===== src/rtl/riscv_pkg.sv =====
// Shared writeback-stage types: writeback source select, load funct3 codes, FSM states.
package riscv_pkg;

  typedef enum logic [1:0] {
    WB_ALU = 2'd0,
    WB_MEM = 2'd1,
    WB_PC4 = 2'd2,
    WB_RSV = 2'd3
  } wb_sel_e;

  localparam logic [2:0] F3_LB  = 3'b000;
  localparam logic [2:0] F3_LH  = 3'b001;
  localparam logic [2:0] F3_LW  = 3'b010;
  localparam logic [2:0] F3_LBU = 3'b100;
  localparam logic [2:0] F3_LHU = 3'b101;

  typedef enum logic [1:0] {
    IDLE     = 2'd0,
    WAIT_MEM = 2'd1,
    COMMIT   = 2'd2
  } wb_state_e;

endpackage


===== src/rtl/load_align.sv =====
// Load data extraction and alignment checks (purely combinational).
module load_align
  import riscv_pkg::*;
#(
  parameter int XLEN = 32
) (
  input  logic [2:0]      funct3,
  input  logic [1:0]      addr,
  input  logic [XLEN-1:0] rdata,
  output logic [XLEN-1:0] data,
  output logic            misaligned,
  output logic            illegal
);

  logic [7:0]  byte_sel;
  logic [15:0] half_sel;

  assign byte_sel = rdata[{addr, 3'b000} +: 8];
  assign half_sel = rdata[{addr[1], 4'b0000} +: 16];

  // Select/extend the addressed lane and flag bad size/offset combinations.
  always_comb begin
    data       = '0;
    misaligned = 1'b0;
    illegal    = 1'b0;
    case (funct3)
      F3_LB:  data = {{(XLEN-8){byte_sel[7]}}, byte_sel};
      F3_LBU: data = {{(XLEN-8){1'b0}}, byte_sel};
      F3_LH: begin
        data       = {{(XLEN-16){half_sel[15]}}, half_sel};
        misaligned = addr[0];
      end
      F3_LHU: begin
        data       = {{(XLEN-16){1'b0}}, half_sel};
        misaligned = addr[0];
      end
      F3_LW: begin
        data       = rdata;
        misaligned = (addr != 2'b00);
      end
      default: illegal = 1'b1;
    endcase
  end

endmodule


===== src/rtl/writeback_stage.sv =====
// Writeback stage: selects ALU / load / link value, waits for load data with a
// timeout, and drives a registered register-file write port.
module writeback_stage
  import riscv_pkg::*;
#(
  parameter int XLEN         = 32,
  parameter int LOAD_TIMEOUT = 64
) (
  input  logic            clk,
  input  logic            reset,
  input  logic            in_valid,
  output logic            in_ready,
  input  logic [4:0]      in_rd,
  input  logic            in_wen,
  input  logic [1:0]      in_wb_sel,
  input  logic [2:0]      in_funct3,
  input  logic [XLEN-1:0] in_alu_result,
  input  logic [XLEN-1:0] in_pc_plus4,
  input  logic            dmem_rvalid,
  input  logic [XLEN-1:0] dmem_rdata,
  output logic            reg_write,
  output logic [4:0]      waddr,
  output logic [XLEN-1:0] wdata,
  output logic            load_fault
);

  localparam int CW = $clog2(LOAD_TIMEOUT + 1);

  wb_state_e       state;
  logic [CW-1:0]   cnt;
  logic [4:0]      rd_q;
  logic            wen_q;
  logic [2:0]      f3_q;
  logic [1:0]      addr_q;

  logic [2:0]      la_f3;
  logic [1:0]      la_addr;
  logic [XLEN-1:0] la_data;
  logic            la_mis;
  logic            la_ill;
  logic            in_wr_ok;

  assign in_ready = (state != WAIT_MEM);
  assign in_wr_ok = in_wen && (in_rd != 5'd0);

  // While waiting, the aligner works on the held load; otherwise it checks the incoming one.
  assign la_f3   = (state == WAIT_MEM) ? f3_q   : in_funct3;
  assign la_addr = (state == WAIT_MEM) ? addr_q : in_alu_result[1:0];

  load_align #(.XLEN(XLEN)) u_align (
    .funct3     (la_f3),
    .addr       (la_addr),
    .rdata      (dmem_rdata),
    .data       (la_data),
    .misaligned (la_mis),
    .illegal    (la_ill)
  );

  // FSM with registered write port; reg_write/load_fault default low every cycle.
  always_ff @(posedge clk or negedge reset) begin
    if (!reset) begin
      state      <= IDLE;
      cnt        <= '0;
      rd_q       <= '0;
      wen_q      <= 1'b0;
      f3_q       <= '0;
      addr_q     <= '0;
      reg_write  <= 1'b0;
      waddr      <= '0;
      wdata      <= '0;
      load_fault <= 1'b0;
    end else begin
      reg_write  <= 1'b0;
      load_fault <= 1'b0;
      case (state)
        IDLE, COMMIT: begin
          if (in_valid) begin
            rd_q   <= in_rd;
            wen_q  <= in_wen;
            f3_q   <= in_funct3;
            addr_q <= in_alu_result[1:0];
            case (wb_sel_e'(in_wb_sel))
              WB_ALU: begin
                state     <= COMMIT;
                reg_write <= in_wr_ok;
                waddr     <= in_rd;
                wdata     <= in_alu_result;
              end
              WB_PC4: begin
                state     <= COMMIT;
                reg_write <= in_wr_ok;
                waddr     <= in_rd;
                wdata     <= in_pc_plus4;
              end
              WB_MEM: begin
                if (la_mis || la_ill) begin
                  state      <= COMMIT;
                  waddr      <= in_rd;
                  load_fault <= 1'b1;
                end else begin
                  state <= WAIT_MEM;
                  cnt   <= '0;
                end
              end
              WB_RSV: begin
                state <= COMMIT;
                waddr <= in_rd;
              end
            endcase
          end else begin
            state <= IDLE;
          end
        end
        WAIT_MEM: begin
          if (dmem_rvalid) begin
            state     <= COMMIT;
            reg_write <= wen_q && (rd_q != 5'd0);
            waddr     <= rd_q;
            wdata     <= la_data;
          end else if (cnt == CW'(LOAD_TIMEOUT - 1)) begin
            state      <= IDLE;
            load_fault <= 1'b1;
          end else begin
            cnt <= cnt + 1'b1;
          end
        end
        default: state <= IDLE;
      endcase
    end
  end

endmodule

===== config.mk =====
export PLATFORM = sky130hd
export DESIGN_NAME = writeback_stage
export DESIGN_NICKNAME = d
export VERILOG_FILES = /design/src/rtl/riscv_pkg.sv /design/src/rtl/load_align.sv /design/src/rtl/writeback_stage.sv
export SDC_FILE = /design/constraint.sdc
export NUM_CORES = 1
export LEC_CHECK = 0
export ABC_CLOCK_PERIOD_IN_PS = 4400
export BUFFER_PORTS_ARGS = -buffer_cell sky130_fd_sc_hd__clkbuf_2
export CORE_UTILIZATION = 32
export DETAILED_ROUTE_END_ITERATION = 8
export GPL_TIMING_DRIVEN = 1
export PLACE_DENSITY = 0.53
export SLEW_MARGIN = 20
export SYNTH_ARGS = -nofsm -noshare
export SYNTH_HDL_FRONTEND = slang
export SYNTH_SLANG_ARGS = --single-unit

===== constraint.sdc =====
create_clock -name clk -period 4.4 [get_ports clk]
set_clock_uncertainty 0.05 [all_clocks]
set_input_delay 0 -clock clk [delete_from_list [all_inputs] [get_ports clk]]
set_output_delay 0 -clock clk [all_outputs]
set_load 0.005 [all_outputs]

### Word level (Yosys, flattened, before mapping)

Index checks and enable logic that the tools add are counted.

* input bits: 111
* output and inout bits: 40
* bits in registers: 59

* equal/unequal tests: 20
* shifts and indexed selects: 2
* reductions and logical operators: 19
* add/sub/neg operators: 1
* multiplexer cells: 36

Operator list (count)
* $pmux W32 S5: 1
* $pmux W32 S2: 2
* $mux W32: 2
* $mux W7: 5
* $shiftx A32 B6 Y16: 1
* $shiftx A32 B6 Y8: 1
* $pmux W5 S2: 2
* $mux W5: 3
* $pmux W7 S2: 1
* $mux W2: 5
* $ne A2 B2 Y1 const B: 5
* $reduce_bool A5 Y1: 2
* $mux W1: 9
* $pmux W2 S2: 2
* $reduce_and A4 Y1: 2
* $add A7 B1 Y7 const B: 1
* $eq A7 B6 Y1 const B: 1
* $eq A2 B2 Y1 const B: 3
* $eq A3 B3 Y1 const B: 2
* $pmux W1 S2: 3
* $reduce_and A6 Y1: 1
* $reduce_or A2 Y1: 3
* $reduce_or A5 Y1: 1
* $eq A2 B1 Y1 const B: 2
* other kinds (14): 18

### Depth between registers and ports, before layout

* depth in word-level cells: 10
* depth in mapped cells: 9
* depth with buffers taken out: 6

### Cells and area by module

A second synthesis with hierarchy kept.

* cells, all modules: 409
* area, all modules: 3953.8 µm²

Modules (own cells, without submodules)
* writeback_stage: instances 1, area each 3191.8 µm², cells an instance 305
* load_align: instances 1, area each 762.0 µm², cells an instance 104

### Worst setup path after synthesis

Ideal clock, no wire load.

* path kind: register to register
* start: register state[1]
* end: register wdata[0]
* cell stages (with the launch flop): 7
* path buffers: 0
* arrival: 1891 ps
* slack: 2327 ps
* cells stage by stage: dfrtp_1 nor2b_4 inv_4 mux2i_2 mux2_2 a222oi_1 o21ai_0

* cells in the longest elaborated chain, start to end: 6
* elaborated cells between the ends (all ways): 21
* classes of those cells: 9 x eq/ne; 2 x shift; 5 x mux; 5 x reduce/logical

RTL lines
* from (decl): line writeback_stage.sv:29 `wb_state_e state;`
* from (signal assigned): line writeback_stage.sv:62 `state <= IDLE;`
* from (signal assigned): line writeback_stage.sv:84 `state <= COMMIT;`
* from (signal assigned): line writeback_stage.sv:90 `state <= COMMIT;`
* $eq A2 B1 Y1: line writeback_stage.sv:47, writeback_stage.sv:48, writeback_stage.sv:75
* $mux W2 or $mux W3 (tied branches): line writeback_stage.sv:48, writeback_stage.sv:47
* $shiftx A32 B6 Y16, or another cell as far along: line load_align.sv:19 `assign half_sel = rdata[{addr[1], 4'b0000} +: 16];`
* $pmux W32 S5: line load_align.sv:26 `case (funct3)`
* $mux W32: line writeback_stage.sv:115 `if (dmem_rvalid) begin`
* $pmux W32 S2: line writeback_stage.sv:75 `case (state)`
* to (signal assigned): line writeback_stage.sv:87 `wdata <= in_alu_result;`
* to (signal assigned): line writeback_stage.sv:93 `wdata <= in_pc_plus4;`
* to (signal assigned): line writeback_stage.sv:119 `wdata <= la_data;`
* to (decl): line writeback_stage.sv:23 `output logic [XLEN-1:0] wdata,`

Several ways; a longest one is shown, not always the timed one. The select of a mux whose other input is x is not followed.
A chain may end at the register's enable or synchronous reset.

### Final worst setup path

* start: register state[0]
* end: register wdata[9]

The elaborated chain is that of the path after synthesis.

==> flow_metrics.tcl <==
set metrics [dict create \
    outcome "complete, no violations" \
    starting_utilization_of_the_core_area_pct 33.4 \
    fp.dieArea_um2 13200 \
    number_of_instances_in_the_synthesized_netlist 453 \
    syn2layout_area_growth_pct 34.1 \
    endpoint_arrival_time_on_the_critical_path_ps 3380 \
    drt-vias-per-instance 5.63 \
    r2r_setup_slack_ps 1170 \
    post_synth_xor_area_fraction_pct 0.643 \
    synth_async_sr_flop_share_pct 100 \
    route.detailed.drc 0 \
    place_congestion 0.887 \
    syn_area_per_cell_um2 9.02 \
    peakVddDrop_mv 0.178 \
    core_area_um2 12200 \
    seq_area_frac_synth_pct 36.2 \
    clkSinkCount 59 \
    finalPower_mw 1.86 \
    timing.critical_path.required_ps 4550 \
    number_of_distinct_library_cells_after_synthesis 61 \
    rr_endpoint "wdata[9]" \
    vias 4401 \
    max_stage_delay_ps 650 \
    synth_top_cell_by_area "sky130_fd_sc_hd__dfrtp_1" \
    combinational_family_with_the_most_area_after_synthesis "compound AO/OA/AOI/OAI gates" \
    clock_insertion_delay_worst_skew_ps 330 \
    cts_inserted_buffers 9 \
    grt_max_degree 60 \
    class_of_the_tightest_hold_or_removal_check "input port to register" \
    synth_fa_ha_area_share_pct 0.306 \
    synth_top_area_share_pct 36.2 \
    number_of_antenna_violations_at_the_first_check_in_global_routing 0 \
    mappedNetlistNets 565 \
    final.min_clock_period_ps 3230 \
    wl_per_cell_um 18.3 \
    synth_area_um2 4080 \
    drt_first_iter_violations 218 \
    fin_worst_hold_slack_ps 3.35 \
    regToRegStartpoint "state[0]" \
    crit_fanout 40 \
    cp-end-kind "register" \
    final_max_slew_viol_count 0 \
    tritoncts "yes" \
    synth_compound_gate_area_share_pct 27.0 \
    max_clock_freq_ghz 0.309 \
    post_cts_resize_count 0 \
    drtAntennaViolNets 0 \
    grt_setup_unrepaired "false" \
    num_io_pins 151 \
    die_y_um 115 \
    cp-start-kind "register" \
    post_synth_main_area_contributors "sky130_fd_sc_hd__dfrtp_1, sky130_fd_sc_hd__mux2i_1, sky130_fd_sc_hd__o2bb2ai_1" \
    post_synth_top_flop "sky130_fd_sc_hd__dfrtp_1" \
    grt_pass1_wl_um 21900 \
    antenna_cells 0 \
    cp_num_buf_inv 2 \
    synth.ff_latch_count 59 \
    clock_tree.buffer_depth 2 \
    setup-violations-final 0 \
    timing.critical_path.slowest_stage_cell "sky130_fd_sc_hd__mux2i_2" \
    synthSimpleGateAreaFrac_pct 18.7 \
    fillers 1246 \
    port-buffer-count 150 \
    timing.setup.tns_ps 0 \
    synth_enable_flop_cells 0 \
    timing.max_slew.rel_slack_pct 42.4 \
    worstHoldPathCells 3 \
    place_inst 743 \
    worstMarginPinSlew_ps 864 \
    routed_wl_um 14300 \
    max_cap_violations 0 \
    timing.final.hold_violations 0 \
    core.rowCount 40 \
    period_share_pct 73.4 \
    power.density_nw_per_um2 340 \
    yosys_warnings 0 \
    regArea_um2 1480 \
    final_layout_size_suffix_gt1_share_pct 32.1 \
    die_x_um 115 \
    detailedPlacementHpwl_um 10600 \
    critical-path-top-delay-family "buffers and inverters" \
    hold_path_startpoint "dmem_rdata[1]" \
    area_occupied_by_multi_input_gates_um2 2450 \
    cts-htree-levels 3 \
    cellLeakagePower_nw 2.46 \
    design.final.nets 722 \
    worst_setup_hold_path_clk_slew_ps 60 \
    fin_cells 782 \
    critical_path_type "register to register" \
    clockRootBuffer "sky130_fd_sc_hd__clkbuf_16" \
    cp_cell_sequence "nor2b_4 > inv_4 > mux2i_2 > nor2_1 > a221oi_1 > dlygate4sd3_1 > a21oi_1" \
    global_route.usage.total_pct 21.8 \
    min_delay_worst_endpoint "wdata[1]" \
    reg2regPathDepth 7 \
    globalRoute.totalOverflow 0 \
    synthMuxAreaShare_pct 13.1 \
    firstDrtPassIters 6 \
    grt_pass1_vias 4141 \
]
area by class of cell:
| type | count | area share (%) |
|---|---|---|
| inverters | 4 | 0.320 |
| multi-input cells | 358 | 44.8 |
| flip-flops and latches | 59 | 27.0 |
| well taps | 168 | 3.84 |
| repair buffers | 178 | 18.6 |
| clock buffers | 13 | 4.75 |
| clock inverters | 2 | 0.640 |
layout by cell type, fill, tap and decap left out, types with 2 or more instances in the layout:
cell                              n
sky130_fd_sc_hd__clkbuf_16        9
sky130_fd_sc_hd__nand3b_1         3
sky130_fd_sc_hd__a21oi_1         40
sky130_fd_sc_hd__o21ai_1         12
sky130_fd_sc_hd__a221oi_1         7
sky130_fd_sc_hd__buf_4            4
sky130_fd_sc_hd__clkbuf_8         2
sky130_fd_sc_hd__mux2_2           9
sky130_fd_sc_hd__clkbuf_2       150
sky130_fd_sc_hd__nor2b_4          2
sky130_fd_sc_hd__o2bb2ai_1       24
sky130_fd_sc_hd__nor4_1          16
sky130_fd_sc_hd__a31oi_1         11
sky130_fd_sc_hd__and2_1           2
sky130_fd_sc_hd__or3_1            6
sky130_fd_sc_hd__a22oi_1          2
sky130_fd_sc_hd__dfrtp_1         59
sky130_fd_sc_hd__nor2b_1          4
sky130_fd_sc_hd__mux2i_1         37
sky130_fd_sc_hd__mux2i_2          2
sky130_fd_sc_hd__nand4_1          2
sky130_fd_sc_hd__a222oi_1         7
sky130_fd_sc_hd__inv_1            3
sky130_fd_sc_hd__or4_1            2
sky130_fd_sc_hd__nand2b_1         5
sky130_fd_sc_hd__o21ai_0         38
sky130_fd_sc_hd__clkbuf_1         2
sky130_fd_sc_hd__nor4bb_1         3
sky130_fd_sc_hd__nand2_1         48
sky130_fd_sc_hd__a311oi_4         2
sky130_fd_sc_hd__o2111ai_1        6
sky130_fd_sc_hd__xor2_1           3
sky130_fd_sc_hd__nor3_1          10
sky130_fd_sc_hd__dlygate4sd3_1   24
sky130_fd_sc_hd__nor2_1          19
sky130_fd_sc_hd__and4bb_2         2
sky130_fd_sc_hd__nand3_1          9
power by group:
part,leakage [nW],internal (mW),switching [mW]
registers,0.763,0.621,0.0665
logic,1.55,0.206,0.254
clock network,0.146,0.465,0.248
total,2.46,1.29,0.569
cell families after synthesis:
family / Yosys count
compound gates: 161
simple gates: 143
flops: 59
mux: 50
buf+inv: 36
xor+xnor: 3
fa+ha+maj: 1
flip-flops by register name, summed over array words and instances (netlist names):
name / cells
wdata: 32
cnt: 7
rd_q: 5
waddr: 5
f3_q: 3
addr_q: 2
state: 2
load_fault: 1
reg_write: 1
wen_q: 1
cell usage after synthesis, types with 9 or more instances:
cell                         n
sky130_fd_sc_hd__a21oi_1    40
sky130_fd_sc_hd__mux2_2      9
sky130_fd_sc_hd__clkbuf_1   16
sky130_fd_sc_hd__buf_2      11
sky130_fd_sc_hd__o21ai_1    12
sky130_fd_sc_hd__o2bb2ai_1  25
sky130_fd_sc_hd__a31oi_1    11
sky130_fd_sc_hd__nor3_1     10
sky130_fd_sc_hd__o21ai_0    38
sky130_fd_sc_hd__mux2i_1    38
sky130_fd_sc_hd__nor4_1     16
sky130_fd_sc_hd__nor2_1     19
sky130_fd_sc_hd__nand2_1    48
sky130_fd_sc_hd__nand3_1     9
sky130_fd_sc_hd__dfrtp_1    59
through the flow:
step / cell area, um^2 / util [%] / setup slack (ps)
after floorplan: 4080 / - / 2330
after global placement: 4930 / 40.4 / 1660
after detailed placement: 4940 / 40.4 / 1580
after CTS: 5470 / 44.8 / 1220
after global routing: 5480 / 44.8 / 1040
final: 5480 / 44.8 / 1170
layer usage:
metal | vias to the layer above | wire length [um] | share of wire [%] | track usage [%]
met4 | 0 | 356 | 2.5 | 8.92
met2 | 227 | 6650 | 46 | 36.0
li1 | 2062 | - | - | -
met5 | - | 0 | 0 | 0
met1 | 2083 | 6270 | 44 | 28.1
met3 | 29 | 1070 | 7.4 | 4.27
worst min-delay path, stage by stage:
cell,delay (ps)
sky130_fd_sc_hd__clkbuf_2,120
sky130_fd_sc_hd__a222oi_1,70
sky130_fd_sc_hd__o21ai_0,150
worst max path at each step:
stage | end | from | depth (start not counted) | slack, ps
after global routing | wdata[9] | state[0] | 7 | 1040
after detailed placement | wdata[2] | state[0] | 6 | 1580
after floorplan | wdata[0] | state[1] | 6 | 2330
after global placement | wdata[3] | state[0] | 6 | 1660
final | wdata[9] | state[0] | 7 | 1170
after CTS | wdata[9] | state[0] | 7 | 1220
timing repair:
item | in CTS | in global routing
hold buffers | 24 | 0
endpoints found under the hold margin | 81 | 0
setup endpoints to repair | 0 | 0
setup buffers | 0 | 0
Note: power is estimated with default switching activity, not from simulation.
